<file path="src/rtl/bp_be_fe_queue_buffer.sv">
`default_nettype none
// ============================================================================
// Module   : bp_be_fe_queue_buffer
// Purpose  : Checkpointing FIFO between the FE queue and the BE checker.
//            It supports speculative reads, commit (deq), roll and flush.
//            Define BP_BE_FE_QUEUE_BYPASS_EN for 0-cycle enqueue-to-output bypass.
// Revision : 1.0 - initial release
// ============================================================================
module bp_be_fe_queue_buffer #(
    parameter int els_p   = 8,
    parameter int width_p = 128
) (
    input  logic               clk_i,
    input  logic               reset_i,

    input  logic [width_p-1:0] fe_queue_i,
    input  logic               fe_queue_v_i,
    output logic               fe_queue_ready_o,

    output logic [width_p-1:0] fe_queue_o,
    output logic               fe_queue_v_o,
    input  logic               fe_queue_yumi_i,

    input  logic               deq_i,
    input  logic               roll_i,
    input  logic               clr_i,
    output logic               empty_o
);

    localparam int IDX_W = $clog2(els_p);
    localparam int PTR_W = IDX_W + 1;

    logic [PTR_W-1:0]   wptr_q, wptr_d;
    logic [PTR_W-1:0]   rptr_q, rptr_d;
    logic [PTR_W-1:0]   cptr_q, cptr_d;
    logic [width_p-1:0] mem_q [els_p];

    logic w_full;
    logic w_enq;

    // Full when the write pointer is a whole lap ahead of the commit pointer.
    assign w_full           = (wptr_q[IDX_W] != cptr_q[IDX_W]) &&
                              (wptr_q[IDX_W-1:0] == cptr_q[IDX_W-1:0]);
    assign fe_queue_ready_o = ~w_full & ~reset_i;
    assign w_enq            = fe_queue_v_i & fe_queue_ready_o;
    assign empty_o          = (wptr_q == cptr_q);

    always_comb begin
        wptr_d = wptr_q;
        rptr_d = rptr_q;
        cptr_d = cptr_q;
        if (clr_i) begin
            wptr_d = '0;
            rptr_d = '0;
            cptr_d = '0;
        end else begin
            wptr_d = wptr_q + PTR_W'(w_enq);
            cptr_d = cptr_q + PTR_W'(deq_i);
            // Roll lands on the commit pointer after any same-cycle commit.
            rptr_d = roll_i ? cptr_d : (rptr_q + PTR_W'(fe_queue_yumi_i));
        end
    end

    always_ff @(posedge clk_i) begin
        if (reset_i) begin
            wptr_q <= '0;
            rptr_q <= '0;
            cptr_q <= '0;
        end else begin
            wptr_q <= wptr_d;
            rptr_q <= rptr_d;
            cptr_q <= cptr_d;
        end
    end

    always_ff @(posedge clk_i) begin
        if (w_enq && !clr_i) begin
            mem_q[wptr_q[IDX_W-1:0]] <= fe_queue_i;
        end
    end

`ifdef BP_BE_FE_QUEUE_BYPASS_EN
    logic w_bypass;

    // Entry is still written to storage so a later roll can replay it.
    assign w_bypass     = (rptr_q == wptr_q) & w_enq & ~clr_i & ~roll_i;
    assign fe_queue_o   = w_bypass ? fe_queue_i : mem_q[rptr_q[IDX_W-1:0]];
    assign fe_queue_v_o = (rptr_q != wptr_q) | w_bypass;
`else
    assign fe_queue_o   = mem_q[rptr_q[IDX_W-1:0]];
    assign fe_queue_v_o = (rptr_q != wptr_q);
`endif

endmodule
`default_nettype wire

</file>
<file path="config.mk">
export PLATFORM = sky130hd
export DESIGN_NAME = bp_be_fe_queue_buffer
export DESIGN_NICKNAME = d
export VERILOG_FILES = /design/src/rtl/bp_be_fe_queue_buffer.sv
export SDC_FILE = /design/constraint.sdc
export NUM_CORES = 1
export LEC_CHECK = 0
export CORE_UTILIZATION = 53
export CTS_CLUSTER_DIAMETER = 60
export CTS_CLUSTER_SIZE = 40
export DETAILED_ROUTE_END_ITERATION = 8
export PLACE_DENSITY = 0.73
export SETUP_SLACK_MARGIN = 0.02
export SLEW_MARGIN = 0
export SYNTH_ARGS = -nofsm -noshare
export SYNTH_HDL_FRONTEND = slang
export SYNTH_SLANG_ARGS = --single-unit
</file>
<file path="constraint.sdc">
create_clock -name clk_i -period 19.9 [get_ports clk_i]
set_input_delay 2.985 -clock clk_i [delete_from_list [all_inputs] [get_ports clk_i]]
set_output_delay 2.985 -clock clk_i [all_outputs]
set_load 0.03 [all_outputs]
</file>
==> impl_metrics.tcl, run 1 <==
set metrics [dict create \
    fp.dieArea_mm2 0.0757 \
    area_of_the_multi_input_gates_mm2 0.00810 \
    ant_nets 0 \
    place.port_buffers 265 \
    power.sequential.fraction_pct 58.3 \
    detailedPlacementHpwl_um 37400 \
    ys.warnings.count 0 \
    timing.fmax_ghz 0.129 \
    worst-endpoint-required_ns 16.91 \
    maxcap_violations 0 \
    slew-limit-headroom_pct 26.4 \
    timing.final.setup_violations 0 \
    htreeDepth 3 \
    route.final.wire_length_um 73700 \
    avgViaCountPerCell 5.90 \
    total_cts_buffers 66 \
    total_power_mw 4.13 \
    final_core_density_pct 62.1 \
    async_flop_share_pct 0 \
    detail_route.wl_per_cell_um 25.8 \
    finalSetupTns_ns 0 \
    path_cells "buf_4 > buf_4 > mux4_1 > mux2_2 > clkdlybuf4s50_1" \
    grt.overflow.total 0 \
    cts_hold_buffers 0 \
    clkTransAtPathRegs_ns 0.10 \
    synthesized_area_per_cell_um2 25.4 \
    max-vdd-ir-drop_uv 71.6 \
    yosysTopAreaCellShare_pct 77.7 \
    comb_power_share_pct 5.3 \
    syn-instance-count 1560 \
    numClockSinks 1036 \
    final_max_slew_viol_count 0 \
    grt_use_total_pct 19.6 \
    period_share_pct 38.8 \
    cellPowerDensity_mw_per_mm2 90.6 \
    cts.path.max_buffers 3 \
    cts_tree "built" \
    mappedNetlistNets 1701 \
    layout-area-overhead-vs-synth_pct 15.4 \
    cp_data_arrival_time_ns 4.74 \
    switching_share_pct 21.8 \
    max_slew.worst_pin.slew_ns 1.10 \
    rsz0062_at_grt "no" \
    synthDistinctLibCells 31 \
    status "completed" \
    fp-row-count 99 \
    net_switching_power_mw 0.901 \
    syn-cell-area_mm2 0.0396 \
    grt_pass1_vias 17600 \
    synth_edf_count 1024 \
    nNetsFinal 1984 \
    number_of_storage_elements_in_the_synthesis_netlist 1036 \
    critical_path.endpoint_type "output pin" \
    grt_first_pass_wirelength_um 109000 \
    detail_route.iter0.violations 1248 \
    ioPinCount 266 \
    post-place-ws_ns 12.60 \
    power_report.internal_total_mw 3.23 \
    die-width_um 275 \
    ys_seq_area_share_pct 78.3 \
    number_of_antenna_violations_at_the_first_check_in_global_routing 10 \
    post-synth-top-area-cell "edfxtp_1" \
    final-hold-violation-count 0 \
    largest_net_degree_at_the_start_of_global_routing 129 \
    setup.worst_path.start_class "flop" \
    power.share.clock_pct 36.4 \
    synthTopCellsByArea "edfxtp_1 (78%), mux4_2 (8.7%), mux4_1 (6.8%)" \
    crit_path_frequent_cell "buf_4" \
    clock-skew-final_ns 0.0416 \
    gp_congestion 0.719 \
    post_cts.repair.setup_buffers 0 \
    drt_pre_antenna_iters 5 \
    setup_slack_ns 12.18 \
    critPathKind "reg2out" \
    ctsRootBufferMaster "clkbuf_16" \
    final.min_clock_period_ns 7.72 \
    clk_latency_ns 0.63 \
    leakage_nw 14.0 \
    nFillCells 4805 \
    detail_route.drc_violations 0 \
    ff_latch_area_mm2 0.0310 \
    class_of_the_most_critical_hold_timing_path "reg2reg" \
    vias 16900 \
    slowest_stage "dfxtp_4" \
    floorplan.die.height_um 275 \
    layout-drive-gt1-share_pct 23.1 \
    top_fanout_value_on_the_critical_path 52 \
    core_area_mm2 0.0735 \
    resize_count_post_cts 0 \
    max_stage_delay_ns 0.87 \
    start_util_pct 53.9 \
    synth_ff_type "edfxtp_1" \
]
-- critical path: cells and delay by family, from the launching register on --
family                 cells  cell delay [ns]
multiplexers               2             0.92
flip-flops                 1             0.87
buffers and inverters      3             2.18
-- synth_stat cells, types with 3 or more instances --
master       n
mux2_2     128
buf_1        7
nand3_1      4
mux2i_1      3
mux4_2     153
xor2_1       6
and2_1       4
dfxtp_1     12
nor4_1       3
nor3_1       6
nor2_1      10
buf_8        3
buf_2       14
clkbuf_1    29
xnor2_1      7
ha_1         6
edfxtp_1  1024
buf_6       23
mux4_1     103
-- power by group through the flow --
stage | Sequential [mW] | Combinational [mW] | Clock [mW]
3_5_place_dp | 2.46 | 0.220 | 0
3_3_place_gp | 2.46 | 0.215 | 0
5_1_grt | 2.41 | 0.231 | 1.61
2_1_floorplan | 2.46 | 0.115 | 0
6_report | 2.41 | 0.218 | 1.51
4_1_cts | 2.41 | 0.221 | 1.54
-- cell usage in the layout (no fill, tap or decap), types with 3 or more instances in the layout --
| cell | instances |
|---|---|
| buf_12 | 7 |
| bufinv_16 | 4 |
| dfxtp_4 | 3 |
| clkinv_4 | 4 |
| inv_12 | 5 |
| mux2i_1 | 3 |
| inv_8 | 6 |
| diode_2 | 4 |
| inv_6 | 14 |
| edfxtp_1 | 1024 |
| clkinv_8 | 9 |
| xnor2_1 | 7 |
| nor2_1 | 10 |
| nand3_1 | 4 |
| clkinv_1 | 3 |
| and2_1 | 4 |
| mux2_2 | 128 |
| clkbuf_16 | 67 |
| dfxtp_1 | 9 |
| mux4_1 | 103 |
| buf_4 | 19 |
| nor3_2 | 6 |
| clkdlybuf4s50_1 | 265 |
| nor4_2 | 3 |
| xor2_1 | 6 |
| mux4_2 | 153 |
| ha_1 | 6 |
| inv_16 | 5 |
-- area by class of cell --
class / instances / share of cell area, %
clock buffer: 68 / 3.68
multi-input combinational: 448 / 17.7
sequential: 1036 / 67.9
timing repair buffer: 291 / 6.43
antenna: 4 / 0.0219
clock inverter: 54 / 1.55
tap: 959 / 2.63
-- per-layer routing --
layer / routed length [µm] / track usage, % / part of all wire [%] / vias to the layer above
met5: 61 / 0 / 0.083 / -
met4: 1250 / 5.18 / 1.7 / 10
met3: 3680 / 3.61 / 5.0 / 80
met2: 38500 / 33.5 / 52 / 385
met1: 30300 / 26.3 / 41 / 9036
li1: - / - / - / 7377
-- sequential cells by signal, summed over array words and instances, names as in the netlist --
name    cells
rptr_q      4
cptr_q      4
wptr_q      4
mem_q    1024
-- metrics by stage --
step | hold WS [ns] | instance area, µm² | std cells
after floorplan | 0.523 | 39600 | 1560
after global placement | 0.547 | 43200 | 2734
after detailed placement | 0.551 | 43200 | 2734
after CTS | 0.590 | 45600 | 2856
after global routing | 0.648 | 45600 | 2859
final | 0.588 | 45600 | 2860
-- final timing paths --
check             startpoint        endpoint  slack (ns)  cells after the start
hold reg to reg    cptr_q[3]       rptr_q[3]        0.59                      2
setup / recovery   rptr_q[1]  fe_queue_o[85]       12.18                      5
setup reg to reg   wptr_q[2]    mem_q[6][30]       16.52                      6
hold / removal     cptr_q[3]       rptr_q[3]        0.59                      2
-- logic make-up after synthesis --
family | count (synthesis) | share of synthesized area [%]
compound gates | 1 | 0.0190
xor+xnor | 13 | 0.288
fa+ha+maj | 6 | 0.190
buf+inv | 76 | 1.29
flops | 1036 | 78.3
mux | 387 | 19.3
simple gates | 41 | 0.601
(Power assumes the default switching activity.)
==> run 2: changes to the inputs <==
- PLACE_DENSITY: 0.73 -> 0.76
- clock period: 19.9 -> 6.85 ns (I/O delays scaled with it)
==> impl_metrics.tcl, run 2 (synthesized netlist as in run 1, its figures left out) <==
set metrics [dict create \
    resize_count_post_cts 0 \
    timing.final.setup_violations 0 \
    slew-limit-headroom_pct 28.2 \
    worst-endpoint-required_ns 5.82 \
    class_of_the_most_critical_hold_timing_path "reg2reg" \
    number_of_antenna_violations_at_the_first_check_in_global_routing 13 \
    place.port_buffers 265 \
    post-place-ws_ns 2.55 \
    floorplan.die.height_um 275 \
    area_of_the_multi_input_gates_mm2 0.00815 \
    cp_data_arrival_time_ns 3.89 \
    finalInstanceArea_mm2 0.0454 \
    layout-area-overhead-vs-synth_pct 14.8 \
    clock-skew-final_ns 0.0310 \
    detailedPlacementHpwl_um 39200 \
    grt.overflow.total 0 \
    most-common-layout-cells "edfxtp_1 (1024), clkdlybuf4s50_1 (265), mux4_2 (153)" \
    route.final.wire_length_um 74200 \
    period_share_pct 71.7 \
    grt_pass1_vias 17900 \
    layout-drive-gt1-share_pct 22.7 \
    total_cts_buffers 57 \
    detail_route.wl_per_cell_um 26.0 \
    regToRegSetupSlack_ns 3.77 \
    ioPinCount 266 \
    leakage_nw 13.8 \
    numClockSinks 1036 \
    cts_tree "built" \
    cts_hold_buffers 0 \
    cellPowerDensity_mw_per_mm2 256 \
    ant_nets 0 \
    postPlaceCellArea_mm2 0.0433 \
    maxcap_violations 0 \
    grt_use_total_pct 19.7 \
    grt_first_pass_wirelength_um 110000 \
    critPathKind "reg2out" \
    start_util_pct 53.9 \
    critical_path.endpoint_type "output pin" \
    clkTransAtPathRegs_ns 0.10 \
    post_cts.repair.setup_buffers 0 \
    top_fanout_value_on_the_critical_path 43 \
    clk_latency_ns 0.65 \
    reg2reg_from "wptr_q[0]" \
    setup_slack_ns 1.94 \
    final-hold-violation-count 0 \
    vias 16800 \
    max_slew.worst_pin.slew_ns 1.08 \
    net_switching_power_mw 2.50 \
    power.share.clock_pct 34.3 \
    largest_net_degree_at_the_start_of_global_routing 132 \
    setup.worst_path.start_class "flop" \
    power.sequential.fraction_pct 60.2 \
    switching_share_pct 21.5 \
    nNetsFinal 1979 \
    power_report.internal_total_mw 9.13 \
    reg2reg_depth 5 \
    worstHoldEndpoint "rptr_q[3]" \
    cts.path.max_buffers 3 \
    die-width_um 275 \
    htreeDepth 2 \
    final.hold.worst_slack_ns 0.580 \
    largest_register_ffs 1024 \
    drt_pre_antenna_iters 7 \
    ff_latch_area_mm2 0.0310 \
    layout_commonest_cell "edfxtp_1" \
    status "completed" \
    gp_congestion 0.702 \
    min_delay_path_depth 2 \
    rsz0062_at_grt "no" \
    detail_route.drc_violations 0 \
    nFillCells 4861 \
    total_power_mw 11.6 \
    max-vdd-ir-drop_uv 287 \
    worstHoldStart "cptr_q[3]" \
    final_max_slew_viol_count 0 \
    detail_route.iter0.violations 1264 \
    core_area_mm2 0.0735 \
    final.min_clock_period_ns 4.91 \
    timing.fmax_ghz 0.203 \
    fp.dieArea_mm2 0.0757 \
    fp-row-count 99 \
    comb_power_share_pct 5.5 \
    avgViaCountPerCell 5.91 \
    worst_reg2reg_path_endpoint "mem_q[4][35]" \
    ctsRootBufferMaster "clkbuf_16" \
]
[run 2: cell types whose count changed in the layout (fill, tap and decap cells not counted), sizes merged]
cell	previous run	this run
clkinv	18	19
buf	26	30
inv	30	17
clkbuf	68	63
clkinvlp	2	5
[run 2: stage by stage]
step | instances | utilization, % | setup TNS, ns
after floorplan | 1560 | - | -2090.26
final | 2850 | 61.8 | 0
after CTS | 2846 | 61.8 | 0
after detailed placement | 2738 | 59.0 | 0
after global placement | 2738 | 59.0 | 0
after global routing | 2850 | 61.8 | 0
[run 2: worst max-delay path: stages (launching register included)]
cell and delay (ns):
dfxtp_4 0.92, buf_4 0.74, mux4_1 0.64, mux2_2 0.28
clkdlybuf4s50_1 0.64
[run 2: worst max-delay path by stage]
stage / startpoint / cells past startpoint / endpoint / slack, ns
2_1_floorplan: clr_i / 2 / mem_q[2][0] / -3.94
3_3_place_gp: rptr_q[1] / 4 / fe_queue_o[5] / 2.57
3_5_place_dp: rptr_q[1] / 4 / fe_queue_o[5] / 2.55
4_1_cts: rptr_q[1] / 4 / fe_queue_o[5] / 1.81
5_1_grt: rptr_q[1] / 4 / fe_queue_o[5] / 1.67
6_report: rptr_q[1] / 4 / fe_queue_o[5] / 1.94
[run 2: layout make-up]
class	instances	share of cell area, %
Timing Repair Buffer	295	6.56
Antenna cell	4	0.0220
Sequential cell	1036	68.3
Clock buffer	63	3.28
Clock inverter	45	1.29
Multi-Input combinational cell	448	17.9
Tap cell	959	2.64
[run 2: power groups by stage]
stage / clock network (mW) / registers [mW] / logic, mW
final: 3.99 / 7.00 / 0.639
after global routing: 4.29 / 7.00 / 0.676
after CTS: 4.08 / 7.00 / 0.647
after detailed placement: 0 / 7.15 / 0.644
after global placement: 0 / 7.14 / 0.630
after floorplan: 0 / 7.14 / 0.336
[run 2: layer usage]
metal | up-vias | global-route usage [%] | wire length [µm]
met3 | 94 | 3.85 | 3830
met4 | 18 | 4.36 | 1370
met5 | - | 0 | 122
met2 | 363 | 34.1 | 38300
li1 | 7351 | - | -
met1 | 9007 | 26.1 | 30500
